$ cat src/rtl/prog_modn_pkg.sv
// Shared constants and helpers for the programmable modulo-N counter.
package prog_modn_pkg;

    // Default count width and the largest modulus it supports.
    localparam int CTR_WIDTH_DEFAULT = 4;
    localparam int MAX_MOD           = 2 ** CTR_WIDTH_DEFAULT;

    // A modulus is legal when it lies in 2..2^width.
    function automatic logic is_legal_mod(input logic [31:0] mod_val, input int width);
        logic [32:0] max_v;
        max_v = 33'd1 << width;
        return (mod_val >= 32'd2) && ({1'b0, mod_val} <= max_v);
    endfunction

endpackage

$ cat src/rtl/prog_modn_ctr_if.sv
// Control/status bundle of the programmable modulo-N counter.
// There is no valid/ready handshake: load, mod_wr and err_clr are single-cycle
// strobes sampled at every rising clk edge; en/up/sat are levels sampled the
// same way; count/mod_q/wrap/err are registered, tc is combinational.
interface prog_modn_ctr_if #(parameter int WIDTH = 4);
    import prog_modn_pkg::*;

    logic             en;
    logic             up;
    logic             sat;
    logic             load;
    logic [WIDTH-1:0] load_val;
    logic             mod_wr;
    logic [WIDTH:0]   mod_val;
    logic             err_clr;
    logic [WIDTH-1:0] count;
    logic [WIDTH:0]   mod_q;
    logic             tc;
    logic             wrap;
    logic             err;

    // Controller side: drives the strobes, observes the counter.
    modport master (
        output en, up, sat, load, load_val, mod_wr, mod_val, err_clr,
        input  count, mod_q, tc, wrap, err
    );

    // Counter side.
    modport slave (
        input  en, up, sat, load, load_val, mod_wr, mod_val, err_clr,
        output count, mod_q, tc, wrap, err
    );

endinterface

$ cat src/rtl/prog_modn_limit.sv
// Boundary decode of a count against a modulus M (all compares in WIDTH+1 bits
// so M = 2^WIDTH works).
module prog_modn_limit
    import prog_modn_pkg::*;
#(
    parameter int WIDTH = 4
) (
    input  logic [WIDTH-1:0] i_count,
    input  logic [WIDTH:0]   i_mod,
    output logic             o_at_max,
    output logic             o_at_min,
    output logic [WIDTH-1:0] o_last,
    output logic             o_range_bad
);

    logic [WIDTH:0] w_count_x;
    logic [WIDTH:0] w_last_x;

    assign w_count_x   = {1'b0, i_count};
    assign w_last_x    = i_mod - 1'b1;
    assign o_at_max    = (w_count_x == w_last_x);
    assign o_at_min    = (i_count == '0);
    // M <= 2^WIDTH, so M-1 always fits in WIDTH bits.
    assign o_last      = w_last_x[WIDTH-1:0];
    assign o_range_bad = (w_count_x >= i_mod);

endmodule

$ cat src/rtl/prog_modn_ctr.sv
// Runtime-programmable modulo-N up/down counter with load, wrap/saturate
// mode, cascade terminal count and a sticky error flag.
module prog_modn_ctr
    import prog_modn_pkg::*;
#(
    parameter int WIDTH     = 4,
    parameter int N_DEFAULT = 10
) (
    input  logic            clk,
    input  logic            rst,
    prog_modn_ctr_if.slave  ctr
);

    // Reject an out-of-range reset modulus at elaboration.
    generate
        if (!is_legal_mod(32'(N_DEFAULT), WIDTH)) begin : g_bad_default
            $error("prog_modn_ctr: N_DEFAULT out of range 2..2^WIDTH");
        end
    endgenerate

    logic [WIDTH-1:0] r_count;
    logic [WIDTH:0]   r_mod_q;
    logic             r_wrap;
    logic             r_err;

    logic             w_mod_ok;
    logic [WIDTH:0]   w_m;
    logic             w_at_max;
    logic             w_at_min;
    logic [WIDTH-1:0] w_last;
    logic             w_range_bad;
    logic             w_tc_at_max;
    logic [WIDTH-1:0] w_count_nxt;
    logic             w_wrap_nxt;
    logic             w_load_err;
    logic             w_err_set;

    // Effective modulus: a legal write this cycle is already in force at this edge.
    assign w_mod_ok = is_legal_mod(32'(ctr.mod_val), WIDTH);
    assign w_m      = (ctr.mod_wr && w_mod_ok) ? ctr.mod_val : r_mod_q;

    prog_modn_limit #(.WIDTH(WIDTH)) u_limit (
        .i_count     (r_count),
        .i_mod       (w_m),
        .o_at_max    (w_at_max),
        .o_at_min    (w_at_min),
        .o_last      (w_last),
        .o_range_bad (w_range_bad)
    );

    // tc looks at the modulus currently held, not a pending write, so a cascade
    // sees a stable boundary for the whole cycle.
    assign w_tc_at_max = ({1'b0, r_count} == (r_mod_q - 1'b1));
    assign ctr.tc      = ctr.en & ~ctr.load &
                         ((ctr.up & w_tc_at_max) | (~ctr.up & (r_count == '0)));

    // Next count/wrap with priority load > range fix-up > count.
    always_comb begin
        w_count_nxt = r_count;
        w_wrap_nxt  = 1'b0;
        w_load_err  = 1'b0;
        if (ctr.load) begin
            if ({1'b0, ctr.load_val} < w_m) begin
                w_count_nxt = ctr.load_val;
            end else begin
                w_count_nxt = w_last;
                w_load_err  = 1'b1;
            end
        end else if (w_range_bad) begin
            w_count_nxt = '0;
        end else if (ctr.en) begin
            if (ctr.up) begin
                if (w_at_max) begin
                    if (!ctr.sat) begin
                        w_count_nxt = '0;
                        w_wrap_nxt  = 1'b1;
                    end
                end else begin
                    w_count_nxt = r_count + 1'b1;
                end
            end else begin
                if (w_at_min) begin
                    if (!ctr.sat) begin
                        w_count_nxt = w_last;
                        w_wrap_nxt  = 1'b1;
                    end
                end else begin
                    w_count_nxt = r_count - 1'b1;
                end
            end
        end
    end

    assign w_err_set = w_load_err | (ctr.mod_wr & ~w_mod_ok);

    // State registers; a set of err beats a simultaneous clear.
    always_ff @(posedge clk) begin
        if (!rst) begin
            r_count <= '0;
            r_mod_q <= (WIDTH+1)'(N_DEFAULT);
            r_wrap  <= 1'b0;
            r_err   <= 1'b0;
        end else begin
            r_count <= w_count_nxt;
            r_mod_q <= w_m;
            r_wrap  <= w_wrap_nxt;
            r_err   <= w_err_set | (r_err & ~ctr.err_clr);
        end
    end

    assign ctr.count = r_count;
    assign ctr.mod_q = r_mod_q;
    assign ctr.wrap  = r_wrap;
    assign ctr.err   = r_err;

endmodule

$ cat src/flat_wrapper.sv
// flat-port wrapper written by rule: the top's interface ports become plain ports
module prog_modn_ctr_flat import prog_modn_pkg::*;
#(
    parameter int WIDTH     = 4,
    parameter int N_DEFAULT = 10
)
  (clk, rst, ctr_en, ctr_up, ctr_sat, ctr_load, ctr_load_val, ctr_mod_wr, ctr_mod_val, ctr_err_clr, ctr_count, ctr_mod_q, ctr_tc, ctr_wrap, ctr_err);
  prog_modn_ctr_if #(.WIDTH(WIDTH)) ctr_i ();
  input  logic clk;
  input  logic rst;
  input wire logic [$bits(ctr_i.en)-1:0] ctr_en;
  input wire logic [$bits(ctr_i.up)-1:0] ctr_up;
  input wire logic [$bits(ctr_i.sat)-1:0] ctr_sat;
  input wire logic [$bits(ctr_i.load)-1:0] ctr_load;
  input wire logic [$bits(ctr_i.load_val)-1:0] ctr_load_val;
  input wire logic [$bits(ctr_i.mod_wr)-1:0] ctr_mod_wr;
  input wire logic [$bits(ctr_i.mod_val)-1:0] ctr_mod_val;
  input wire logic [$bits(ctr_i.err_clr)-1:0] ctr_err_clr;
  output wire logic [$bits(ctr_i.count)-1:0] ctr_count;
  output wire logic [$bits(ctr_i.mod_q)-1:0] ctr_mod_q;
  output wire logic [$bits(ctr_i.tc)-1:0] ctr_tc;
  output wire logic [$bits(ctr_i.wrap)-1:0] ctr_wrap;
  output wire logic [$bits(ctr_i.err)-1:0] ctr_err;
  assign ctr_i.en = ctr_en;
  assign ctr_i.up = ctr_up;
  assign ctr_i.sat = ctr_sat;
  assign ctr_i.load = ctr_load;
  assign ctr_i.load_val = ctr_load_val;
  assign ctr_i.mod_wr = ctr_mod_wr;
  assign ctr_i.mod_val = ctr_mod_val;
  assign ctr_i.err_clr = ctr_err_clr;
  assign ctr_count = ctr_i.count;
  assign ctr_mod_q = ctr_i.mod_q;
  assign ctr_tc = ctr_i.tc;
  assign ctr_wrap = ctr_i.wrap;
  assign ctr_err = ctr_i.err;
  prog_modn_ctr #(.WIDTH(WIDTH), .N_DEFAULT(N_DEFAULT)) u_core (.clk(clk), .rst(rst), .ctr(ctr_i));
endmodule
$ cat config.mk
export PLATFORM = sky130hd
export DESIGN_NAME = prog_modn_ctr_flat
export DESIGN_NICKNAME = d
export VERILOG_FILES = /design/src/rtl/prog_modn_pkg.sv /design/src/rtl/prog_modn_ctr_if.sv /design/src/rtl/prog_modn_limit.sv /design/src/rtl/prog_modn_ctr.sv /design/src/flat_wrapper.sv
export SDC_FILE = /design/constraint.sdc
export NUM_CORES = 1
export LEC_CHECK = 0
export ABC_AREA = 1
export CELL_PAD_IN_SITES_DETAIL_PLACEMENT = 0
export CELL_PAD_IN_SITES_GLOBAL_PLACEMENT = 1
export CORE_UTILIZATION = 35
export DETAILED_ROUTE_END_ITERATION = 7
export PLACE_DENSITY_LB_ADDON = 0.3
export RECOVER_POWER = 25
export SLEW_MARGIN = 20
export SYNTH_ARGS = -nofsm -noshare
export SYNTH_HDL_FRONTEND = slang
export SYNTH_SLANG_ARGS = --single-unit
export TNS_END_PERCENT = 10
$ cat constraint.sdc
create_clock -name clk -period 2.99 [get_ports clk]
set_clock_uncertainty 0.2 [all_clocks]
set_input_delay 0.598 -clock clk [delete_from_list [all_inputs] [get_ports clk]]
set_output_delay 0.598 -clock clk [all_outputs]
set_load 0.05 [all_outputs]
# Word level (Yosys, flattened, before mapping)
# Index checks and enable logic that the tools add are counted.
# totals
wordCells	53
reg_bits	11
output_inout_bits	12
input_bits	17
# op_classes
magnitude_cmp	4
bitwise	15
n_mux	16
eq_ne	4
n_reduce_logical	6
addsub	4
# ops
operator	count
two-way mux 4 bit	9
equality test 4 x 5 -> 1 bit	2
inequality test 5 x 4 -> 1 bit, second input constant	2
subtractor 5 x 1 -> 5 bit, second input constant	2
AND 1 bit	6
two-way mux 1 bit	6
NOT 1 bit	6
>= comparator 4 x 5 -> 1 bit	1
>= comparator 5 x 2 -> 1 bit, second input constant	1
<= comparator 5 bit, second input constant	1
less-than comparator 4 x 5 -> 1 bit	1
two-way mux 5 bit	1
adder 4 x 1 -> 4 bit, second input constant	1
logical NOT 4 bit	1
OR reduction 4 bit	1
subtractor 4 x 1 -> 4 bit, second input constant	1
bitwise OR 1 bit	3
AND reduction 3 bit	1
nonzero test 3 bit	1
logical AND 1 bit	2

# Logic depth before layout (Yosys ltp)
# Gate-level depths: netlist of the first run.
# logic_depth
ltp_word	11
depth_mapped	22
depth_no_buf	22

# Cells and area by module
# Synthesis of the first run repeated with hierarchy kept, for this count alone.
# hier_totals
cells_unflattened	215
area_unflattened_um2	1395.1
# by_module_without_submodules
module	cells_per_inst	instances	area_per_inst_um2	seq_area_each_um2
prog_modn_ctr	161	1	1114.8	220.2
prog_modn_limit	54	1	280.3	0.0

# Least setup slack after synthesis of the first run
# Ideal clock, no wire load.
# synth_timing
path_kind	reg2out
start	register u_core.r_mod_q[0] (netlist: u_core.ctr.mod_q[0])
end	output ctr_tc
arrival_time_ns	2.222
path_slack_ns	-0.030
path_buffers	0
required_ns	2.192
stages_incl_launch_ff	7
path_cell_list	dfxtp_1 > inv_1 > ha_1 > a2111oi_0 > nand3_1 > nor3_1 > o21a_1
# synth_via
elab_chain_cells	5
# synth_rtl
item	line_no	rtl
from (decl)	prog_modn_ctr.sv:22	logic [WIDTH:0] r_mod_q;
from (signal assigned)	prog_modn_ctr.sv:100	r_mod_q <= (WIDTH+1)'(N_DEFAULT);
from (signal assigned)	prog_modn_ctr.sv:105	r_mod_q <= w_m;
subtractor 5 x 1 -> 5 bit	prog_modn_ctr.sv:53	assign w_tc_at_max = ({1'b0, r_count} == (r_mod_q - 1'b1));
equality test 4 x 5 -> 1 bit	prog_modn_ctr.sv:53	
AND 1 bit	prog_modn_ctr.sv:55	((ctr.up & w_tc_at_max) | (~ctr.up & (r_count == '0)));
bitwise OR 1 bit	prog_modn_ctr.sv:55	
AND 1 bit	prog_modn_ctr.sv:54	assign ctr.tc = ctr.en & ~ctr.load &
to (decl)	flat_wrapper.sv:21	output wire logic [$bits(ctr_i.tc)-1:0] ctr_tc;
# Every way passes these cells.

# Worst setup path in the final report of the first run
# layout_timing
start	input ctr_up
end	output ctr_tc
# layout_via
elab_chain_cells	4
elab_cells_between_ends	5
classes_between	5 x bitwise
# layout_rtl
item	line_no	rtl
from (decl)	flat_wrapper.sv:12	input wire logic [$bits(ctr_i.up)-1:0] ctr_up;
NOT 1 bit	prog_modn_ctr.sv:55	
AND 1 bit	prog_modn_ctr.sv:55	
bitwise OR 1 bit *	prog_modn_ctr.sv:55	
AND 1 bit *	prog_modn_ctr.sv:54	
# Every way passes the cells marked *; elsewhere a longest branch is shown, timed or not.

==> results of run 1 <==
timing repair:
item,in CTS,in global routing
pin swaps,6,12
gates resized for setup,7,19
setup buffers,0,4
setup endpoints to repair,5,5
hold buffers,0,0
layout make-up:
| type | count | area, um^2 |
|---|---|---|
| tap | 48 | 60.1 |
| clock buffer | 4 | 45.0 |
| fill | 347 | 1600 |
| multi-input combinational | 176 | 1070 |
| inverter | 29 | 109 |
| sequential | 11 | 221 |
| timing repair buffer | 61 | 554 |
cells in the mapped netlist, drive strengths merged:
master | count | area, um^2
and2 | 1 | 8.76
nor3 | 2 | 10.0
o211ai | 2 | 15.0
clkbuf | 1 | 3.75
inv | 29 | 109
buf | 2 | 10.0
ha | 9 | 113
nor2 | 29 | 131
a31oi | 1 | 6.26
xor2 | 2 | 17.5
nand2 | 75 | 355
or2 | 1 | 6.26
nand4 | 1 | 21.3
o2111ai | 1 | 8.76
o22ai | 2 | 12.5
a2111oi | 1 | 8.76
nand3 | 25 | 140
a21oi | 6 | 30.0
xnor2 | 2 | 17.5
o21a | 2 | 15.0
nand3b | 2 | 15.0
dfxtp | 11 | 220
o21ai | 12 | 63.8
where the power goes:
part,total [uW],switching (uW),internal [uW]
combinational,547,326,222
sequential,193,28.8,164
clock,153,59.3,93.9
total,893,414,480
metrics by stage:
step	setup slack (ps)	area, um^2	setup TNS (ps)	utilization	hold slack, ps
after floorplan	76.9	1340	0	-	467
after global placement	-352	1890	-1450	0.517	282
after detailed placement	-344	1890	-1510	0.517	287
after CTS	-8.55	1970	-20.7	0.537	301
after global routing	-10.2	2060	-20.0	0.563	349
final	103	2060	0	0.563	295
worst min path at each step:
stage,start,to
3_3_place_gp,u_core.ctr.err$_SDFF_PN0_,u_core.ctr.err$_SDFF_PN0_
5_1_grt,u_core.ctr.err$_SDFF_PN0_,u_core.ctr.err$_SDFF_PN0_
3_5_place_dp,u_core.ctr.err$_SDFF_PN0_,u_core.ctr.err$_SDFF_PN0_
2_1_floorplan,rst,u_core.ctr.mod_q[3]$_SDFF_PN1_
4_1_cts,u_core.ctr.err$_SDFF_PN0_,u_core.ctr.err$_SDFF_PN0_
6_report,u_core.ctr.err$_SDFF_PN0_,u_core.ctr.err$_SDFF_PN0_
logic make-up after synthesis:
kind of cell,synth area share
flops,0.164
xor+xnor,0.0262
simple gates,0.514
fa+ha+maj,0.0841
compound gates,0.120
buf+inv,0.0916
metal layers:
layer | vias to the layer above | share of wire | track usage
met3 | 5 | 0.044 | 0.0214
met5 | - | 0 | 0
met4 | 0 | 0.010 | 0.0511
met1 | 708 | 0.49 | 0.296
met2 | 49 | 0.45 | 0.319
li1 | 831 | - | -
critical path: cells and delay by family:
kind                   cells  cell delay (ps)
AOI/OAI and AO/OA          2              510
buffers and inverters      3              690
and+or+nand+nor            2              290
layout by cell type (no fill, tap or decap), drive strengths merged, types with 4 or more instances in the layout:
master,count
inv,29
clkdlybuf4s50,22
buf,34
nor2,29
o21ai,12
dlymetal6s2s,5
a21oi,6
nand2,75
clkbuf,4
nand3,25
dfxtp,11
ha,9
registers in the layout, summed over array words and instances (netlist names):
name / cells
u_core.ctr.count: 4
u_core.ctr.err: 1
u_core.ctr.wrap: 1
u_core.ctr.mod_q: 5
==> impl_metrics.yaml, run 1 <==
drt:
  drtPass1Iterations: 5
  drt_wl_total_um: 3990
  drc_errors: 0
  drtIter0Drc: 125
  vias: 1593
  vias_per_cell: 4.84
  ant_nets: 0
  wl_per_cell_um: 12.1
cells_and_area:
  nNetsFinal: 308
  antenna_cells_inserted: 0
  syn2layout_area_growth_pct: 54.0
  finalNonFillerCells: 329
  drive_above_1_share: 0.281
sta:
  setup_viol: 0
  fmax_mhz: 346
  finalHoldViolCount: 0
  rsz0062_at_grt: "true"
  relSlewSlack: 0.669
  tightest_slew_ps: 495
  finalCritPeriodShare: 0.966
  fin_crit_ps: 2890
  slew_viol_final: 0
synth:
  seq_area_frac_synth: 0.164
  ys_warn_count: 0
  synth_cells: 219
  synth_area_mm2: 0.00134
  syn-num-nets: 245
  ys_ff_latch: 11
  syn_avg_cell_area_um2: 6.11
  yosysUniqueCellTypes: 31
critical_path:
  rr_startpoint: "u_core.ctr.count[1]$_SDFFE_PN0P_"
  cp_max_fo: 2
  worstPathArrival_ps: 2090
  cp_cell_sequence: "clkdlybuf4s50_1 > inv_1 > a2111oi_2 > nand3_1 > nor3_2 > o21a_1 > buf_12"
  slowest_delay_ps: 480
  startpoint: "ctr_up"
  timing.rr.end: "u_core.ctr.count[0]$_SDFFE_PN0P_"
  worstSetupEndpoint: "ctr_tc"
  startpoint_type: "primary input"
  worstSetupEndpointType: "output port"
  worstPathRequired_ps: 2190
  crit_slowest_cell: "clkdlybuf4s50_1"
  r2r_slack_ps: 730
  rr_worst_depth: 13
  crit_type: "in -> out"
min_path:
  min_path_type: "reg -> reg"
  hold_depth: 2
power:
  p_leak_uw: 0.00103
  p_per_area_mw_per_mm2: 433
  p_total_uw: 893
  ir_drop_mv: 0.220
clock_network:
  cts_tree: "done"
  cts_root_buf: "clkbuf_8"
  htree_levels: 1
  path_clk_slew_ps: 50
  insertion_delay_ps: 240
  clockBufferDepth: 2
  numClockSinks: 11
  cts_buffers: 3
job:
  drv_cap: 0
global_routing:
  grt_pass1_wl_um: 6470
  overflow: 0
  track_usage: 0.204
  grt_max_degree: 10
  antenna_found_initial: 0
  grt_pass1_vias: 1432
floorplan:
  initial_utilization: 0.366
  io_pins: 29
  core-area_mm2: 0.00366
  die_area_mm2: 0.00408
  die_w_um: 63.8
  die_y_um: 63.8
  rows: 22
run_status:
  status: "finished, final reports clean"
placed_design:
  placement.io_buffers: 28
  dp_hpwl_um: 3180
  gp_congestion: 0.867
  dpl.cell_count: 321
Note: power is estimated with default switching activity, not from simulation.
==> run 2: changes to the inputs <==
--- a/config.mk
+++ b/config.mk
@@ -6,9 +6,9 @@
 export NUM_CORES = 1
 export LEC_CHECK = 0
 export ABC_AREA = 1
-export CELL_PAD_IN_SITES_DETAIL_PLACEMENT = 0
-export CELL_PAD_IN_SITES_GLOBAL_PLACEMENT = 1
-export CORE_UTILIZATION = 35
+export CELL_PAD_IN_SITES_DETAIL_PLACEMENT = 2
+export CELL_PAD_IN_SITES_GLOBAL_PLACEMENT = 2
+export CORE_UTILIZATION = 26
 export DETAILED_ROUTE_END_ITERATION = 7
 export PLACE_DENSITY_LB_ADDON = 0.3
 export RECOVER_POWER = 25
==> run 2 against run 1 <==
Core utilization fell by 9.8 points. The flow now finishes with violations (negative setup slack). Fmax fell by 7.9%. Sequential power barely moved. Sequential cell count did not move. Sequential share of layout area fell by 0.76 points. Register-to-register slack got worse by 360 ps. Clock power rose by 13%. Cell area rose by 9.5%. Worst setup slack got worse by 250 ps.
==> impl_metrics.yaml, run 2 (synthesis results as in run 1) <==
clock_network:
  cts_tree: "done"
  path_clk_slew_ps: 70
  cts_buffers: 3
  numClockSinks: 11
  holdBufCountCts: 0
  clockBufferDepth: 2
  htree_levels: 1
  insertion_delay_ps: 260
  cts_root_buf: "clkbuf_8"
power:
  p_per_area_mw_per_mm2: 475
  p_leak_uw: 0.00104
  ir_drop_mv: 0.167
sta:
  fin_ws_ps: -144
  finalCritPeriodShare: 1.05
  whs_ps: 290
  fin_crit_ps: 3130
  slew_viol_final: 0
  relSlewSlack: 0.666
  tightest_slew_ps: 499
  finalHoldViolCount: 0
  fmax_mhz: 319
  rsz0062_at_grt: "true"
  setup_viol: 5
floorplan:
  die_y_um: 73.8
  die_area_mm2: 0.00544
  core-area_mm2: 0.00485
  initial_utilization: 0.276
  rows: 25
  io_pins: 29
  die_w_um: 73.8
global_routing:
  grt_pass1_vias: 1990
  overflow: 0
  track_usage: 0.257
  grt_pass1_wl_um: 10200
  antenna_found_initial: 0
  grt_max_degree: 10
placed_design:
  placement.io_buffers: 28
  dp_hpwl_um: 4940
  gp_congestion: 0.819
  dpl_cell_area_mm2: 0.00190
  dpl.cell_count: 338
drt:
  drt_wl_total_um: 7610
  wl_per_cell_um: 21.4
  ant_nets: 0
  vias_per_cell: 5.38
  vias: 1910
  drc_errors: 0
  drtIter0Drc: 117
  drtPass1Iterations: 4
cells_and_area:
  nNetsFinal: 315
  antenna_cells_inserted: 0
  final_core_util: 0.466
  final_cell_mix: "48 x nand2_1, 36 x buf_4, 24 x inv_1, 22 x clkdlybuf4s50_1, 21 x nor2_1"
  finalNonFillerCells: 355
  syn2layout_area_growth_pct: 68.6
  layout_commonest_cell: "nand2_1"
  largest_reg_flops: 5
  fill_cells: 570
  drive_above_1_share: 0.382
  final_cell_area_mm2: 0.00226
run_status:
  violations: "negative setup slack"
  status: "finished, violations left"
critical_path:
  worstPathArrival_ps: 3100
  cp_max_fo: 7
  worstPathRequired_ps: 2960
  crit_type: "in -> reg"
  startpoint_type: "primary input"
  worstSetupEndpointType: "flip-flop"
min_path:
  min_path_type: "reg -> reg"
job:
  drv_cap: 0
-- run 2: cell count changes in the layout (fill, tap and decap cells not counted), sizes merged --
cell,change
clkdlybuf4s15,+1
inv,-1
dlygate4sd2,+3
clkbuf,+1
dlymetal6s2s,-5
buf,+7
clkinvlp,+1
-- run 2: report_power, final --
| group | internal [uW] | switching (uW) | total [uW] |
|---|---|---|---|
| clock | 94.7 | 78.0 | 173 |
| combinational | 264 | 444 | 707 |
| sequential | 164 | 29.0 | 193 |
-- run 2: what timing repair did --
action	4_1_cts	5_1_grt
buffers inserted	5	8
resized for setup	18	44
setup endpoints to repair	6	5
pin swaps	14	40
-- run 2: cell type report --
type	instances	area (um^2)	area share
Clock buffer	4	45.0	0.0200
Inverter	29	113	0.0499
Multi-Input combinational cell	176	1180	0.525
Sequential cell	11	225	0.0998
Tap cell	67	83.8	0.0371
Timing Repair Buffer	68	606	0.268
-- run 2: worst max-delay path: stages --
cell	delay [ps]
dlygate4sd2_1	260
nor2_2	120
nand3_2	110
nand2_4	160
nand2_8	90
buf_4	140
nand2_2	50
nand2_2	110
o21ai_1	320
nand3_1	200
nand2_2	170
nand4_4	180
nand2_4	150
and2_4	180
nor2_1	70
nor2_1	180
-- run 2: metal layers --
| layer | vias to the layer above | global-route usage | wire length (um) |
|---|---|---|---|
| li1 | 848 | - | - |
| met3 | 33 | 0.0343 | 341 |
| met2 | 75 | 0.462 | 3880 |
| met1 | 954 | 0.302 | 3090 |
| met5 | - | 0 | 0 |
| met4 | 0 | 0.115 | 292 |
-- run 2: worst paths after layout --
kind | start | end | slack [ps] | cells after the start
max | ctr_mod_val[0] | u_core.ctr.count[1]$_SDFFE_PN0P_ | -140 | 16
min | u_core.ctr.err$_SDFF_PN0_ | u_core.ctr.err$_SDFF_PN0_ | 290 | 2
max reg2reg | u_core.ctr.count[1]$_SDFFE_PN0P_ | u_core.ctr.count[1]$_SDFFE_PN0P_ | 370 | 13
min reg2reg | u_core.ctr.err$_SDFF_PN0_ | u_core.ctr.err$_SDFF_PN0_ | 290 | 2
-- run 2: metrics by stage --
stage               power, uW  setup slack, ps  TNS, ps
detailed placement        744             -625    -2920
floorplan                 523             76.9        0
CTS                       959            -28.3    -28.3
global route             1120             -209     -656
finish                   1070             -144     -339
global placement          712             -426    -1820
